[src/rtl/apb_master_bridge.sv]
// apb_master_bridge: single-outstanding valid/ready to APB requester with a wait-state watchdog
module apb_master_bridge #(
  parameter int ADDR_W  = 8,
  parameter int DATA_W  = 8,
  parameter int TIMEOUT = 16
) (
  input  logic              pclk,
  input  logic              preset,
  input  logic              req_valid,
  output logic              req_ready,
  input  logic              req_write,
  input  logic [ADDR_W-1:0] req_addr,
  input  logic [DATA_W-1:0] req_wdata,
  output logic              rsp_valid,
  output logic [DATA_W-1:0] rsp_rdata,
  output logic              rsp_err,
  output logic              psel,
  output logic              penable,
  output logic              pwrite,
  output logic [ADDR_W-1:0] paddr,
  output logic [DATA_W-1:0] pwdata,
  input  logic [DATA_W-1:0] prdata,
  input  logic              pready
);
  localparam logic [1:0] IDLE = 2'd0, SETUP = 2'd1, ACCESS = 2'd2;
  localparam logic [7:0] LAST = 8'(TIMEOUT == 0 ? 0 : TIMEOUT - 1);
  localparam bit WD = TIMEOUT != 0;
  logic [1:0] state;
  logic [7:0] wait_cnt;
  logic       abort;
  assign req_ready = state == IDLE;
  assign abort = WD && wait_cnt == LAST;
  // Sequence SETUP/ACCESS phases, count wait states and emit the response strobe
  always_ff @(posedge pclk or posedge preset) begin
    if (preset) begin
      state     <= IDLE;
      psel      <= 1'b0;
      penable   <= 1'b0;
      pwrite    <= 1'b0;
      paddr     <= '0;
      pwdata    <= '0;
      rsp_valid <= 1'b0;
      rsp_err   <= 1'b0;
      rsp_rdata <= '0;
      wait_cnt  <= '0;
    end else begin
      rsp_valid <= 1'b0;
      case (state)
        IDLE: if (req_valid) begin
          state   <= SETUP;
          psel    <= 1'b1;
          penable <= 1'b0;
          pwrite  <= req_write;
          paddr   <= req_addr;
          pwdata  <= req_wdata;
        end
        SETUP: begin
          state    <= ACCESS;
          penable  <= 1'b1;
          wait_cnt <= '0;
        end
        ACCESS: if (pready || abort) begin
          state     <= IDLE;
          psel      <= 1'b0;
          penable   <= 1'b0;
          rsp_valid <= 1'b1;
          rsp_err   <= !pready;
          rsp_rdata <= (pready && !pwrite) ? prdata : '0;
        end else if (WD) begin
          wait_cnt <= wait_cnt + 8'd1;
        end
        default: state <= IDLE;
      endcase
    end
  end
endmodule
[config.mk]
export PLATFORM = sky130hd
export DESIGN_NAME = apb_master_bridge
export DESIGN_NICKNAME = d
export VERILOG_FILES = /design/src/rtl/apb_master_bridge.sv
export SDC_FILE = /design/constraint.sdc
export NUM_CORES = 1
export LEC_CHECK = 0
export ABC_CLOCK_PERIOD_IN_PS = 2300
export BUFFER_PORTS_ARGS = -buffer_cell sky130_fd_sc_hd__buf_2
export CORE_MARGIN = 1.5
export CORE_UTILIZATION = 40
export CTS_CLUSTER_DIAMETER = 200
export DETAILED_ROUTE_END_ITERATION = 16
export PLACE_DENSITY_LB_ADDON = 0.12
export SYNTH_ARGS = -nofsm -noshare
export SYNTH_HDL_FRONTEND = slang
export SYNTH_SLANG_ARGS = --single-unit
[constraint.sdc]
create_clock -name pclk -period 2.3 [get_ports pclk]
set_input_delay 0.115 -clock pclk [delete_from_list [all_inputs] [get_ports pclk]]
set_output_delay 0.115 -clock pclk [all_outputs]
set_load 0.02 [all_outputs]
==> impl_metrics.toml <==
[route]
drc_errors = 0
wirelength_um = 3523
num_vias = 1281
wire_per_inst_um = 14.09
drtIter0Drc = 54
vias_per_cell = 5.124
final_antenna_net_count = 0
dr.pass1.iters = 5

[logic_synthesis]
async_flop_share_pct = 100.0
netlist_area_um2 = 1688
synth_warnings = 0
yosys-top-cells-area = "dfrtp_1, mux2_2, nand4b_1, o21ai_0, inv_1"
synth_top_area_share_pct = 57.82
ys_seq_area_share_pct = 57.82
synth_top_family_by_area = "simple AND/OR/NAND/NOR gates"
synth_cells = 137
synthSimpleGateAreaFrac_pct = 14.68
synth-xor-area-share_pct = 1.038
synthAdderAreaFrac_pct = 0.7413
synth_mux_area_share_pct = 11.93
synth_nets = 167
synth_compound_area_share_pct = 8.525
yosysUniqueCellTypes = 36
avgSynthCellArea_um2 = 12.32
synth_top_cell_by_area = "dfrtp_1"
synth_enable_flop_cells = 0
synth_ff_type = "dfrtp_1"
ys_ff_latch = 39

[setup_path]
setup.worst_path.start_class = "flip-flop"
ff2ff_setup_slack_ps = 610
path_max_fanout = 11
worstRegToRegCells = 5
cp-end-kind = "flip-flop"
worstPathRequired_ps = 2510
r2r_end = "rsp_err$_DFFE_PP0P_"
endpoint = "rsp_err$_DFFE_PP0P_"
arrival_ps = 1910
cp-startpoint = "wait_cnt[5]$_DFFE_PP0P_"
reg2reg_from = "wait_cnt[5]$_DFFE_PP0P_"
critPathKind = "flip-flop to flip-flop"

[die]
die_y_um = 67.96
initial_core_util_pct = 41.89
coreArea_um2 = 4029
ios = 59
fp-row-count = 23
die_w_um = 67.96
dieArea_um2 = 4619

[final_layout]
final_cell_mix = "buf_2, dfrtp_1, mux2_2"
stdcell_area_um2 = 2111
syn_to_final_growth_pct = 25.06
nFillCells = 375
diodes = 0
layout-drive-gt1-share_pct = 45.50
post-route-util_pct = 52.39
fin_nets = 229
final_common_cell = "buf_2"

[placement]
io_buffers = 58
dp_hpwl_um = 2544
place_area_um2 = 2019
gp_congestion = 0.7593

[clock_tree]
cts_resized = 0
cts_tree = "done"
cts.sinks = 39
cts_root_buf = "clkbuf_8"
clockBufferDepth = 2
htreeDepth = 2
numCtsBuffers = 5
insertion_delay_ps = 280
clk_pin_slew_ps = 70
postCtsSetupBuffers = 0

[global_routing]
antenna_found_initial = 0
grt_max_degree = 40
grt_pass1_wl_um = 5602
grt_usage_pct = 16.33
grt_pass1_vias = 1247
grt_overflow = 0

[timing]
hold_violations = 0
rsz0062_at_grt = "no"
period_minus_slack_ps = 1695
max-slew-margin-rel_pct = 67.53
period_share_pct = 73.69
whs_ps = 59.49
clock.fmax_mhz = 590.0
tightest_slew_ps = 487.1
setup_viol = 0
skew_ps = 5.208
fin_tns_setup_ps = 0
maxSlewViolCount = 0

[power]
p_per_area_nw_per_um2 = 1252
p_leak_nw = 1.031
vdd_drop_max_uv = 594.3
power.total_mw = 2.642

[status]
status = "complete, no violations"

[job]
cap_violations = 0

[hold_path]
hp-class = "input pin to flip-flop"
## sequential cells by signal (all words and copies together), names as in the netlist, 2 cells and up
register   cells
pwdata         8
paddr          8
wait_cnt       8
rsp_rdata      8
state          2
## metrics by stage
| step | setup WS [ps] | cells |
|---|---|---|
| after global placement | 681.5 | 241 |
| after CTS | 607.0 | 250 |
| after floorplan | 704.2 | 137 |
| after detailed placement | 627.7 | 241 |
| after global routing | 437.6 | 250 |
| final | 605.2 | 250 |
## power by group
part	switching [mW]	internal, mW
logic	0.629	0.461
clock network	0.224	0.213
registers	0.174	0.941
## worst max-delay path, cell delays in order, from the launching register on
cell and delay (ps):
dfrtp_1 440, nor4_2 470, a21oi_1 130, nor2b_1 220, buf_4 210, a2bb2oi_1 160
## cells in the mapped netlist (all sizes together), types with 2 or more instances
cell type and number:
mux2 17, buf 4, nor2 4, nand4b 8, a21o 2, dfrtp 39
nand4 2, clkbuf 3, nor3b 2, a21oi 4, o21ai 11, nand3 5
nand2 5, inv 12, and2b 2, nor3 2
## cells by family (layout without fill, tap and decap cells)
family                     count (synthesis)  count (layout)
AOI/OAI and AO/OA                         22              22
xor gates and xnor gates                   2               2
adders and majority gates                  1               1
buffers and inverters                     19              82
DFF                                       39              39
muxes                                     18              18
and+or+nand+nor                           36              36
## layout make-up
class	count	area [um^2]	area share, %
clock buffers	7	76.32	3.616
repair buffers	62	322.8	15.29
well taps	50	62.56	2.964
clock inverters	1	5.005	0.2371
inverters	12	45.04	2.134
flip-flops and latches	39	975.9	46.24
multi-input cells	79	623.1	29.52
## layer usage
metal	up-vias	wire [um]	global-route usage, %
met5	-	0	0
met4	0	12	4.750
met3	2	245	5.592
met2	45	1781	27.67
met1	630	1483	19.66
li1	604	-	-
## timing repair
item | 4_1_cts | 5_1_grt
hold endpoints to repair | 39 | 0
setup endpoints to repair | 0 | 0
hold buffers | 1 | 0
## how the worst min path moves through the flow
| stage | startpoint | endpoint | slack [ps] | cells after the start |
|---|---|---|---|---|
| floorplan | req_addr[0] | paddr[0]$_DFFE_PP0P_ | 270 | 1 |
| global placement | preset | paddr[3]$_DFFE_PP0P_ | 250 | 3 |
| detailed placement | preset | paddr[1]$_DFFE_PP0P_ | 260 | 3 |
| CTS | req_addr[4] | paddr[4]$_DFFE_PP0P_ | 50 | 2 |
| global route | req_addr[2] | paddr[2]$_DFFE_PP0P_ | 50 | 2 |
| finish | req_addr[4] | paddr[4]$_DFFE_PP0P_ | 60 | 2 |
Note: power is estimated with default switching activity, not from simulation.
